==> src/rtl/ef_i2c_target.sv <==
// I2C target: 2-flop sync + FILTER_LEN glitch filter on SCL/SDA, 7-bit address match, byte rx/tx handshake.
// Outputs registered 3+FILTER_LEN clocks after a pad edge; with no tx byte ready it stretches SCL until tx_valid_i.
module ef_i2c_target #(
  parameter int FILTER_LEN = 3
) (
  input  logic       clk_i,
  input  logic       rst_i,
  input  logic       en_i,
  input  logic [6:0] own_addr_i,
  input  logic       scl_i,
  output logic       scl_o,
  output logic       scl_oen_o,
  input  logic       sda_i,
  output logic       sda_o,
  output logic       sda_oen_o,
  output logic [7:0] rx_data_o,
  output logic       rx_valid_o,
  input  logic [7:0] tx_data_i,
  input  logic       tx_valid_i,
  output logic       tx_ready_o,
  output logic       addr_match_o,
  output logic       rw_o,
  output logic       start_o,
  output logic       stop_o,
  output logic       busy_o
);

  typedef enum logic [3:0] {
    S_IDLE, S_ADDR, S_ADDR_ACK, S_RX_BYTE, S_RX_ACK,
    S_TX_LOAD, S_TX_BYTE, S_TX_ACK, S_IGNORE
  } state_t;

  localparam logic [2:0] FILT_MAX = 3'(FILTER_LEN - 1);

  // Index 0 is SCL, index 1 is SDA.
  logic [1:0] pad, sync1, sync2, filt, filt_q;
  logic [2:0] fcnt [2];

  assign pad = {sda_i, scl_i};

  always_ff @(posedge clk_i) begin
    if (rst_i) begin
      sync1  <= 2'b11;
      sync2  <= 2'b11;
      filt   <= 2'b11;
      filt_q <= 2'b11;
      for (int i = 0; i < 2; i++) fcnt[i] <= '0;
    end else begin
      sync1  <= pad;
      sync2  <= sync1;
      filt_q <= filt;
      for (int i = 0; i < 2; i++) begin
        if (sync2[i] == filt[i]) begin
          fcnt[i] <= '0;
        end else if (fcnt[i] == FILT_MAX) begin
          filt[i] <= sync2[i];
          fcnt[i] <= '0;
        end else begin
          fcnt[i] <= fcnt[i] + 3'd1;
        end
      end
    end
  end

  logic scl_rise, scl_fall, sda_rise, sda_fall, scl_high, start_det, stop_det;
  assign scl_rise  = filt[0] & ~filt_q[0];
  assign scl_fall  = ~filt[0] & filt_q[0];
  assign sda_rise  = filt[1] & ~filt_q[1];
  assign sda_fall  = ~filt[1] & filt_q[1];
  // SCL must be high both before and after the SDA edge, so an SDA change that lands
  // together with the release of a stretch is not taken as START/STOP.
  assign scl_high  = filt[0] & filt_q[0];
  assign start_det = sda_fall & scl_high;
  assign stop_det  = sda_rise & scl_high;

  state_t     state_q, state_d;
  logic [3:0] cnt_q, cnt_d;
  logic [7:0] sh_q, sh_d, rx_data_q, rx_data_d;
  logic       rw_q, rw_d, busy_q, busy_d;
  logic       scl_oen_q, scl_oen_d, sda_oen_q, sda_oen_d;
  logic       rx_valid_q, rx_valid_d, tx_ready_q, tx_ready_d;
  logic       addr_match_q, addr_match_d, start_q, start_d, stop_q, stop_d;

  always_ff @(posedge clk_i) begin
    if (rst_i) begin
      state_q      <= S_IDLE;
      cnt_q        <= '0;
      sh_q         <= '0;
      rx_data_q    <= '0;
      rw_q         <= 1'b0;
      busy_q       <= 1'b0;
      scl_oen_q    <= 1'b1;
      sda_oen_q    <= 1'b1;
      rx_valid_q   <= 1'b0;
      tx_ready_q   <= 1'b0;
      addr_match_q <= 1'b0;
      start_q      <= 1'b0;
      stop_q       <= 1'b0;
    end else begin
      state_q      <= state_d;
      cnt_q        <= cnt_d;
      sh_q         <= sh_d;
      rx_data_q    <= rx_data_d;
      rw_q         <= rw_d;
      busy_q       <= busy_d;
      scl_oen_q    <= scl_oen_d;
      sda_oen_q    <= sda_oen_d;
      rx_valid_q   <= rx_valid_d;
      tx_ready_q   <= tx_ready_d;
      addr_match_q <= addr_match_d;
      start_q      <= start_d;
      stop_q       <= stop_d;
    end
  end

  always_comb begin
    state_d      = state_q;
    cnt_d        = cnt_q;
    sh_d         = sh_q;
    rx_data_d    = rx_data_q;
    rw_d         = rw_q;
    busy_d       = busy_q;
    scl_oen_d    = scl_oen_q;
    sda_oen_d    = sda_oen_q;
    rx_valid_d   = 1'b0;
    tx_ready_d   = 1'b0;
    addr_match_d = 1'b0;
    start_d      = 1'b0;
    stop_d       = 1'b0;

    if (!en_i) begin
      state_d   = S_IDLE;
      cnt_d     = '0;
      busy_d    = 1'b0;
      scl_oen_d = 1'b1;
      sda_oen_d = 1'b1;
    end else if (start_det) begin
      state_d   = S_ADDR;
      cnt_d     = '0;
      busy_d    = 1'b1;
      start_d   = 1'b1;
      scl_oen_d = 1'b1;
      sda_oen_d = 1'b1;
    end else if (stop_det) begin
      state_d   = S_IDLE;
      cnt_d     = '0;
      busy_d    = 1'b0;
      stop_d    = 1'b1;
      scl_oen_d = 1'b1;
      sda_oen_d = 1'b1;
    end else begin
      case (state_q)
        S_ADDR: begin
          if (scl_rise && cnt_q != 4'd8) begin
            sh_d  = {sh_q[6:0], filt[1]};
            cnt_d = cnt_q + 4'd1;
          end else if (scl_fall && cnt_q == 4'd8) begin
            cnt_d = '0;
            if (sh_q[7:1] == own_addr_i) begin
              rw_d         = sh_q[0];
              addr_match_d = 1'b1;
              sda_oen_d    = 1'b0;
              state_d      = S_ADDR_ACK;
            end else begin
              state_d = S_IGNORE;
            end
          end
        end
        S_ADDR_ACK: begin
          if (scl_fall) begin
            sda_oen_d = 1'b1;
            cnt_d     = '0;
            if (rw_q) begin
              scl_oen_d = 1'b0;
              state_d   = S_TX_LOAD;
            end else begin
              state_d = S_RX_BYTE;
            end
          end
        end
        S_RX_BYTE: begin
          if (scl_rise && cnt_q != 4'd8) begin
            sh_d  = {sh_q[6:0], filt[1]};
            cnt_d = cnt_q + 4'd1;
          end else if (scl_fall && cnt_q == 4'd8) begin
            rx_data_d  = sh_q;
            rx_valid_d = 1'b1;
            sda_oen_d  = 1'b0;
            cnt_d      = '0;
            state_d    = S_RX_ACK;
          end
        end
        S_RX_ACK: begin
          if (scl_fall) begin
            sda_oen_d = 1'b1;
            state_d   = S_RX_BYTE;
          end
        end
        S_TX_LOAD: begin
          if (tx_valid_i) begin
            tx_ready_d = 1'b1;
            sh_d       = tx_data_i;
            sda_oen_d  = tx_data_i[7];
            scl_oen_d  = 1'b1;
            cnt_d      = '0;
            state_d    = S_TX_BYTE;
          end else begin
            scl_oen_d = 1'b0;
          end
        end
        S_TX_BYTE: begin
          if (scl_rise && cnt_q != 4'd8) begin
            cnt_d = cnt_q + 4'd1;
          end else if (scl_fall) begin
            if (cnt_q == 4'd8) begin
              sda_oen_d = 1'b1;
              cnt_d     = '0;
              state_d   = S_TX_ACK;
            end else begin
              sh_d      = {sh_q[6:0], 1'b0};
              sda_oen_d = sh_q[6];
            end
          end
        end
        S_TX_ACK: begin
          if (scl_rise && filt[1]) begin
            state_d = S_IGNORE;
          end else if (scl_fall) begin
            scl_oen_d = 1'b0;
            state_d   = S_TX_LOAD;
          end
        end
        default: begin
          scl_oen_d = 1'b1;
          sda_oen_d = 1'b1;
        end
      endcase
    end
  end

  assign scl_o        = 1'b0;
  assign sda_o        = 1'b0;
  assign scl_oen_o    = scl_oen_q;
  assign sda_oen_o    = sda_oen_q;
  assign rx_data_o    = rx_data_q;
  assign rx_valid_o   = rx_valid_q;
  assign tx_ready_o   = tx_ready_q;
  assign addr_match_o = addr_match_q;
  assign rw_o         = rw_q;
  assign start_o      = start_q;
  assign stop_o       = stop_q;
  assign busy_o       = busy_q;

endmodule

==> config.mk <==
export PLATFORM = sky130hd
export DESIGN_NAME = ef_i2c_target
export DESIGN_NICKNAME = d
export VERILOG_FILES = /design/src/rtl/ef_i2c_target.sv
export SDC_FILE = /design/constraint.sdc
export NUM_CORES = 1
export LEC_CHECK = 0
export CAP_MARGIN = 10
export CORE_UTILIZATION = 58
export CTS_CLUSTER_DIAMETER = 30
export DETAILED_ROUTE_END_ITERATION = 10
export GPL_ROUTABILITY_DRIVEN = 0
export GPL_TIMING_DRIVEN = 0
export PLACE_DENSITY = 0.92
export SLEW_MARGIN = 30
export SYNTH_ARGS = -nofsm -noshare
export SYNTH_HDL_FRONTEND = slang
export SYNTH_SLANG_ARGS = --single-unit
export TNS_END_PERCENT = 100
==> constraint.sdc <==
create_clock -name clk_i -period 4.9 [get_ports clk_i]
set_input_delay 0.98 -clock clk_i [delete_from_list [all_inputs] [get_ports clk_i]]
set_output_delay 0.98 -clock clk_i [all_outputs]
set_load 0.1 [all_outputs]
==> results by group, run 1 <==
Global route
  – Total gr overflow: 0
  – Vias in the first global route: 2114
  – Global-route wire length before repair: 9160 um
  – Initial antenna violation count: 0
  – Largest net degree at the start of global routing: 16
  – Tot GR Track Use: 26.8%

Pwr
  – Maximum VDD drop: 0.206 mV
  – Clk network pwr share: 39.3%
  – Psw: 174 uW
  – Combinational fraction of design power: 8.8%
  – Seq pwr share: 51.9%
  – Sw frac: 22.7%
  – Power Density: 248 nW/um2
  – LEAKAGE: 0.00117 uW
  – Int Pwr: 593 uW

Setup path
  – Critical Path, Cell by Cell: clkdlybuf4s50_1
  – Max stage delay on crit path: 1150 ps
  – CP max FO: 4
  – Reg2reg setup slack: 2720 ps
  – CP Class: reg2out
  – Critical Path RT: 3920 ps
  – Max stage delay cell, worst path: clkdlybuf4s50_1
  – Setup crit end kind: primary output
  – CP Launch Type: flop
  – Cell family with most CP delay: buffers and inverters
  – Crit path arrival time: 1850 ps
  – Buffers and inverters on the worst path: 1

Synth
  – Synth area leaders: dfxtp_1, mux2i_1, edfxtp_1, nor2_1, xnor2_1
  – Simple-gate share of the synthesized area: 22.5%
  – Cell taking the most area after synthesis: dfxtp_1
  – Synth warn: 0
  – Compound-gate portion of the synthesized area: 17.7%
  – Largest family of logic cells by synthesized area: simple AND/OR/NAND/NOR gates
  – Sequential fraction of the synthesis area: 39.7%
  – Synth cell types: 65
  – Synthesized netlist cell count: 275
  – Post-synthesis mux area share: 7.93%
  – Post-synth EDFFs: 6
  – Async S/R FF share, synth: 0%
  – #FFs+latches synth: 47
  – Most frequently used flop master after synthesis: dfxtp_1
  – Cell area after synthesis: 2520 um2
  – Synth Area in XOR/XNOR: 3.47%
  – Adder-cell area share of the yosys netlist: 2.97%
  – Top cell type's share of synthesized area: 32.5%
  – Syn Area/Cell: 9.18 um2

Clock tree
  – Clock Tree Root: clkbuf_8
  – Buffers from clock root to sink, at most: 2
  – Setup repair bufs after CTS: 0
  – CTS H-tree lvls: 2
  – Post-cts sizing count: 0
  – TritonCTS clock tree: built
  – Clk Latency, worst-skew pair: 310 ps
  – Cts bufs inserted: 5
  – CTS Sinks: 47
  – Hold_buf cts: 0
  – Clock-pin transition on the worst setup and hold timing paths: 90 ps

Route
  – Post-Route WL: 6010 um
  – TritonRoute pass-1 iters: 8
  – Via count: 2263
  – Vias per cell: 6.02
  – Drc violations: 0
  – DR WL/cell: 16.0 um
  – Final ANT Viol Nets: 0
  – Starting DRT DRC Count: 280

Cells and area
  – Layout area overhead: 22.9%
  – Commonest non-fill, non-tap cell in the layout: dfxtp_1
  – Nets: 352
  – Most frequent cells in the layout: dfxtp_1, clkdlybuf4s50_1, nor2_1
  – Fillers: 301
  – Share of cells above drive strength 1: 12.6%
  – Diode count: 0
  – Final core utilization: 75.9%
  – Non-Filler Instances: 376
  – Final instance area: 3100 um2

Timing
  – Hold Vio Cnt, Final: 0
  – RSZ-0062 raised after global routing: no
  – FMAX: 353 MHz
  – Slew @ Worst Pin: 987 ps
  – Setup TNS: 0 ps
  – Min Tclk post-route: 2830 ps
  – Period utilisation layout: 57.7%
  – Final number of max-transition violations: 0
  – Clock skew: 3.30 ps
  – Worst setup margin: 2070 ps
  – # setup viols final: 0
  – Relative slew slack: 34.0%

Status
  – Status: finished, final reports clean

Floorplan
  – Num ports: 40
  – DIE AREA: 4620 um2
  – Core area: 4090 um2
  – Cell Rows: 23
  – Initial core utilization: 61.8%
  – Chip height: 68.0 um
  – Die Width: 68.0 um

Placement
  – Area of placed instances: 2980 um2
  – Placed cell count: 368
  – PortBufs: 37
  – Dpl hpwl: 4270 um
  – Dpl ws: 1930 ps

Run
  – Max cap viols: 0

Worst hold path
  – Min-Delay Path Class: reg2reg
==> logic make-up after synthesis <==
family / after synthesis
other: 2
xor gates and xnor gates: 10
buffers and inverters: 28
muxes: 20
and+or+nand+nor: 105
DFF: 47
AOI/OAI and AO/OA: 57
adders and majority gates: 6
==> stage by stage <==
step           hold slack [ps]  total power, uW
4_1_cts                    433              768
5_1_grt                    450              794
3_5_place_dp               405              474
6_report                   427              768
3_3_place_gp               397              472
2_1_floorplan              389              448
==> cells in the mapped netlist, types with 6 or more instances <==
library cell and instances:
a211oi_1 6, mux2i_1 20, nor3_1 7, dfxtp_1 41, o21ai_0 13, nand3_1 9
or2_2 7, inv_1 11, a21oi_1 9, ha_1 6, nand2_1 14, edfxtp_1 6
xnor2_1 9, nor2_1 35
==> power by group through the flow <==
stage	sequential, uW	combinational [uW]	clock, uW
floorplan	410	37.3	0
global placement	407	65.3	0
detailed placement	408	66.6	0
CTS	399	67.2	302
global route	399	73.0	322
finish	399	67.5	301
==> worst paths after layout <==
path                                 end  startpoint  cells after the start
worst max-delay path                rw_o        rw_o                      1
worst max register to register   sh_q[5]    cnt_q[0]                      8
worst min-delay path            sync2[1]    sync1[1]                      1
worst min register to register  sync2[1]    sync1[1]                      1
==> sequential cells by signal (all words and copies together), names as in the netlist, 2 cells and up <==
register,cells
cnt_q,4
fcnt,6
filt,2
filt_q,2
rx_data_o,8
sh_q,8
state_q,4
sync1,2
sync2,2
==> final cells by class <==
type | instances | area [um2] | area share (%)
multi-input combinational | 206 | 1410 | 45.4
sequential | 47 | 1000 | 32.3
timing repair buffer | 37 | 370 | 11.9
buffer | 16 | 91.3 | 2.95
clock buffer | 6 | 82.6 | 2.66
tap | 50 | 62.6 | 2.02
inverter | 12 | 45.0 | 1.45
clock inverter | 2 | 38.8 | 1.25
==> layer usage <==
metal / wire [um] / global-route usage (%) / vias to the layer above
met5: 0 / 0 / -
met4: 155 / 9.38 / 0
met3: 443 / 7.67 / 31
met2: 3050 / 47.7 / 104
met1: 2360 / 30.1 / 1054
li1: - / - / 1074
No activity file was read; power rests on OpenSTA's default activity.
==> run 2: changes to the inputs <==
- CORE_UTILIZATION: 58 -> 48
- PLACE_DENSITY: 0.92 -> 0.82
- clock period: 4.9 -> 2.58 ns (I/O delays scaled with it)
==> run 2 against run 1 <==
Against the previous run:
- total power rose by 74%
- non-clock buffer count did not move
- largest cell class unchanged
- critical path depth did not move
- cell area barely moved
- critical path type unchanged
- critical endpoint unchanged
==> results by group, run 2 (same netlist as run 1, synthesis figures left out) <==
Status
  – Status: finished, final reports clean

Clock tree
  – TritonCTS clock tree: built
  – Hold_buf cts: 0 (unchanged)
  – Cts bufs inserted: 5 (unchanged)
  – CTS Sinks: 47 (unchanged)
  – Setup repair bufs after CTS: 0 (unchanged)
  – Buffers from clock root to sink, at most: 2 (unchanged)
  – Clock-pin transition on the worst setup and hold timing paths: 80 ps (about the same)
  – CTS H-tree lvls: 2 (unchanged)
  – Clk Latency, worst-skew pair: 300 ps (about the same)
  – Clock Tree Root: clkbuf_8
  – Post-cts sizing count: 0 (unchanged)

Timing
  – Setup TNS: 0 ps (unchanged)
  – Final number of max-transition violations: 0 (unchanged)
  – Hold Vio Cnt, Final: 0 (unchanged)
  – Min Tclk post-route: 2380 ps
  – Clock skew: 4.38 ps (+1.08 ps)
  – Period utilisation layout: 92.4%
  – Slew @ Worst Pin: 995 ps (+7.89 ps)
  – RSZ-0062 raised after global routing: no
  – Relative slew slack: 33.4% (-0.53 points)
  – FMAX: 419 MHz
  – # setup viols final: 0 (unchanged)

Setup path
  – CP max FO: 4 (unchanged)
  – CP Launch Type: flop
  – Setup crit end kind: primary output
  – Buffers and inverters on the worst path: 1 (unchanged)
  – Cell family with most CP delay: buffers and inverters
  – Max stage delay on crit path: 1170 ps (+20 ps)
  – Crit path arrival time: 1870 ps (+20 ps)
  – Critical Path Source: rw_o
  – Critical R2R Capture: sh_q[5]
  – Worst path depth: 1 (unchanged)
  – Worst r2r src: cnt_q[0]
  – Critical Path RT: 2060 ps (-1860 ps)
  – CP Class: reg2out
  – Reg2reg setup slack: 380 ps (-2340 ps)
  – CP endpoint: rw_o
  – Worst reg2reg path depth: 8 (unchanged)
  – Max stage delay cell, worst path: clkdlybuf4s50_1
  – Critical Path, Cell by Cell: clkdlybuf4s50_1

Route
  – DR WL/cell: 14.5 um (-9.3%)
  – Vias per cell: 5.56 (-7.7%)
  – TritonRoute pass-1 iters: 5 (-3)
  – Starting DRT DRC Count: 238 (-15%)
  – Post-Route WL: 5740 um (-4.4%)
  – Drc violations: 0 (unchanged)
  – Via count: 2201 (-2.7%)
  – Final ANT Viol Nets: 0 (unchanged)

Floorplan
  – Cell Rows: 26 (+13%)
  – Die Width: 74.5 um (+9.6%)
  – Core area: 5070 um2 (+24%)
  – Chip height: 74.5 um (+9.6%)
  – Initial core utilization: 49.7% (-12 points)
  – DIE AREA: 5550 um2 (+20%)
  – Num ports: 40 (unchanged)

Cells and area
  – Nets: 352 (unchanged)
  – Layout area overhead: 22.8% (about the same)
  – Diode count: 0 (unchanged)
  – Commonest non-fill, non-tap cell in the layout: dfxtp_1
  – Most frequent cells in the layout: dfxtp_1, clkdlybuf4s50_1, nor2_1
  – Share of cells above drive strength 1: 12.3% (-0.31 points)

Pwr
  – Power Density: 432 nW/um2 (+75%)
  – Total power: 1340 uW (+74%)
  – LEAKAGE: 0.00115 uW (-1.4%)
  – Maximum VDD drop: 0.319 mV (+55%)

Run
  – Max cap viols: 0 (unchanged)

Global route
  – Largest net degree at the start of global routing: 15 (-1)
  – Vias in the first global route: 2023 (-4.3%)
  – Initial antenna violation count: 0 (unchanged)
  – Total gr overflow: 0 (unchanged)
  – Global-route wire length before repair: 9360 um (+2.2%)
  – Tot GR Track Use: 22.1% (-4.7 points)

Placement
  – Dpl hpwl: 4240 um (-0.70%)
  – PortBufs: 37 (unchanged)

Worst hold path
  – Min-Delay Path Class: reg2reg
## run 2: cell types whose count changed in the layout (fill, tap and decap cells not counted), sizes merged
cell      delta
bufinv       -1
inv          -1
clkinv       +1
clkinvlp     +1
## run 2: where the power goes
part           leakage, uW  switching (uW)  total, uW  internal, uW
registers         0.000394            6.28        757           751
clock network    0.0000449             241        455           214
logic             0.000715            69.8        128          57.8
total              0.00115             317       1340          1020
## run 2: layout make-up
class,instances,area [um2]
fillers,467,1980
multi-input cells,206,1410
flip-flops and latches,47,1000
repair buffers,37,370
plain buffers,16,91.3
well taps,70,87.6
clock buffers,6,82.6
inverters,12,45.0
clock inverters,2,11.3
## run 2: layer usage
metal / GRT usage, % / vias up / wire, um
met5: 0 / - / 0
met4: 6.71 / 0 / 65
met3: 3.52 / 7 / 293
met2: 37.8 / 74 / 2890
met1: 28.6 / 1050 / 2490
li1: - / 1070 / -
## run 2: per-stage QoR
step	instance area [um2]	setup WS (ps)	cells	utilization (%)	hold slack, ps
CTS	3100	198	396	61.0	426
finish	3100	195	396	61.0	420
detailed placement	3000	49.4	388	59.2	402
global placement	3000	79.7	388	59.2	396
global route	3100	181	396	61.0	434
floorplan	2550	757	281	-	389
## run 2: worst min path at each step
stage	start	endpoint	slack, ps	cells past startpoint
3_5_place_dp	sync1[0]	sync2[0]	400	1
2_1_floorplan	sync1[0]	sync2[0]	390	1
4_1_cts	sync1[0]	sync2[0]	430	1
6_report	sync1[0]	sync2[0]	420	1
5_1_grt	sync1[0]	sync2[0]	430	1
3_3_place_gp	sync1[1]	sync2[1]	400	1
==> run 3: changes to the inputs <==
- CORE_UTILIZATION: 48 -> 30
- PLACE_DENSITY: 0.82 -> 0.58
==> run 3 against run 2 <==
Against the previous run:
- register-to-register slack worse by 20 ps
- setup slack worse by 39 ps
- first-iteration DRC count is 51% lower
- clock skew is 4.5 ps higher
- critical path type unchanged
- critical endpoint unchanged
==> results by group, run 3 (same netlist as run 1, synthesis figures left out) <==
Status
  – Status: finished, final reports clean

Setup path
  – Setup crit end kind: primary output
  – Worst reg2reg path depth: 8 (unchanged)
  – CP Launch Type: flop
  – Max stage delay on crit path: 1170 ps (about the same)
  – Worst r2r src: cnt_q[0]
  – Crit path arrival time: 1910 ps (+40 ps)
  – Buffers and inverters on the worst path: 1 (unchanged)
  – CP Class: reg2out
  – Critical R2R Capture: sh_q[6]
  – Max stage delay cell, worst path: clkdlybuf4s50_1
  – CP max FO: 4 (unchanged)
  – Cell family with most CP delay: buffers and inverters
  – Critical Path Source: rw_o
  – Critical Path, Cell by Cell: clkdlybuf4s50_1
  – Reg2reg setup slack: 360 ps (-20 ps)
  – Worst path depth: 1 (unchanged)
  – Critical Path RT: 2060 ps (about the same)
  – CP endpoint: rw_o

Clock tree
  – CTS H-tree lvls: 2 (unchanged)
  – Clock Tree Root: clkbuf_8
  – Setup repair bufs after CTS: 0 (unchanged)
  – Post-cts sizing count: 0 (unchanged)
  – Hold_buf cts: 0 (unchanged)
  – TritonCTS clock tree: built
  – Buffers from clock root to sink, at most: 2 (unchanged)
  – Clk Latency, worst-skew pair: 310 ps (about the same)
  – CTS Sinks: 47 (unchanged)
  – Cts bufs inserted: 5 (unchanged)
  – Clock-pin transition on the worst setup and hold timing paths: 90 ps (about the same)

Timing
  – FMAX: 413 MHz (-1.6%)
  – Final number of max-transition violations: 0 (unchanged)
  – Worst setup margin: 156 ps (-38.8 ps)
  – Slew @ Worst Pin: 971 ps (-24.3 ps)
  – Setup TNS: 0 ps (unchanged)
  – Hold Vio Cnt, Final: 0 (unchanged)
  – # setup viols final: 0 (unchanged)
  – Relative slew slack: 35.1% (+1.6 points)
  – Clock skew: 8.89 ps (+4.51 ps)
  – Period utilisation layout: 93.9% (+1.5 points)
  – Min Tclk post-route: 2420 ps (+38.8 ps)
  – RSZ-0062 raised after global routing: no

Route
  – Via count: 2166 (-1.6%)
  – Post-Route WL: 5960 um (+3.8%)
  – Vias per cell: 5.03 (-9.6%)
  – Starting DRT DRC Count: 117 (-51%)
  – TritonRoute pass-1 iters: 4 (-1)
  – Drc violations: 0 (unchanged)
  – Final ANT Viol Nets: 0 (unchanged)
  – DR WL/cell: 13.8 um (-4.6%)

Floorplan
  – Cell Rows: 33 (+27%)
  – DIE AREA: 8780 um2 (+58%)
  – Num ports: 40 (unchanged)
  – Initial core utilization: 30.9% (-19 points)
  – Chip height: 93.7 um (+26%)
  – Die Width: 93.7 um (+26%)
  – Core area: 8180 um2 (+61%)

Cells and area
  – Most frequent cells in the layout: dfxtp_1, clkdlybuf4s50_1, nor2_1
  – Nets: 352 (unchanged)
  – Non-Filler Instances: 431 (+8.8%)
  – Commonest non-fill, non-tap cell in the layout: dfxtp_1
  – Final core utilization: 38.4% (-23 points)
  – Diode count: 0 (unchanged)
  – Share of cells above drive strength 1: 12.3% (unchanged)
  – Layout area overhead: 24.3%

Pwr
  – Sw frac: 25.5% (+1.8 points)
  – Combinational fraction of design power: 9.4% (about the same)
  – Seq pwr share: 56.2% (-0.3 points)
  – Power Density: 429 nW/um2 (-0.72%)
  – Psw: 343 uW (+8.4%)
  – Int Pwr: 1000 uW (-1.8%)
  – Clk network pwr share: 34.3% (+0.4 points)
  – LEAKAGE: 0.00115 uW (about the same)
  – Maximum VDD drop: 0.318 mV (-0.40%)

Global route
  – Tot GR Track Use: 14.3% (-7.8 points)
  – Largest net degree at the start of global routing: 16 (+1)
  – Global-route wire length before repair: 9720 um (+3.8%)
  – Total gr overflow: 0 (unchanged)
  – Initial antenna violation count: 0 (unchanged)
  – Vias in the first global route: 2022 (-0.049%)

Placement
  – Dpl ws: 26.5 ps (-22.9 ps)
  – Placed cell count: 423 (+9.0%)
  – PortBufs: 37 (unchanged)
  – Dpl hpwl: 4450 um (+4.8%)

Worst hold path
  – Min-Delay Path Class: reg2reg
  – Hold Startpoint: sync1[0]

Run
  – Max cap viols: 0 (unchanged)
[run 3: worst min path at each step]
stage | endpoint | slack (ps) | cells past startpoint
finish | sync2[0] | 420 | 1
global route | sync2[0] | 450 | 1
CTS | sync2[0] | 420 | 1
detailed placement | sync2[0] | 390 | 1
global placement | sync2[1] | 390 | 1
floorplan | sync2[0] | 390 | 1
[run 3: power groups by stage]
stage	logic [uW]	clock network [uW]	registers, uW
2_1_floorplan	70.8	0	779
3_3_place_gp	128	0	774
3_5_place_dp	128	0	774
4_1_cts	129	473	757
5_1_grt	139	503	759
6_report	127	462	757
[run 3: cell type report]
class	count	area [um2]
Inverter	12	45.0
Multi-Input combinational cell	206	1410
Fill cell	850	5040
Timing Repair Buffer	37	370
Clock buffer	6	72.6
Clock inverter	2	17.5
Sequential cell	47	1000
Tap cell	105	131
Buffer	16	91.3
[run 3: per-stage QoR]
step	instance area (um2)	hold slack, ps	power, uW
after global routing	3140	446	1400
after global placement	3050	392	901
after detailed placement	3050	395	902
after CTS	3140	418	1360
after floorplan	2550	389	850
final	3140	417	1350
[run 3: routing by layer]
metal	up-vias	global-route usage, %	share of wire (%)
met4	0	6.15	2.1
met2	61	22.7	46
li1	1077	-	-
met1	1017	18.9	47
met3	11	2.59	4.8
met5	-	0	0
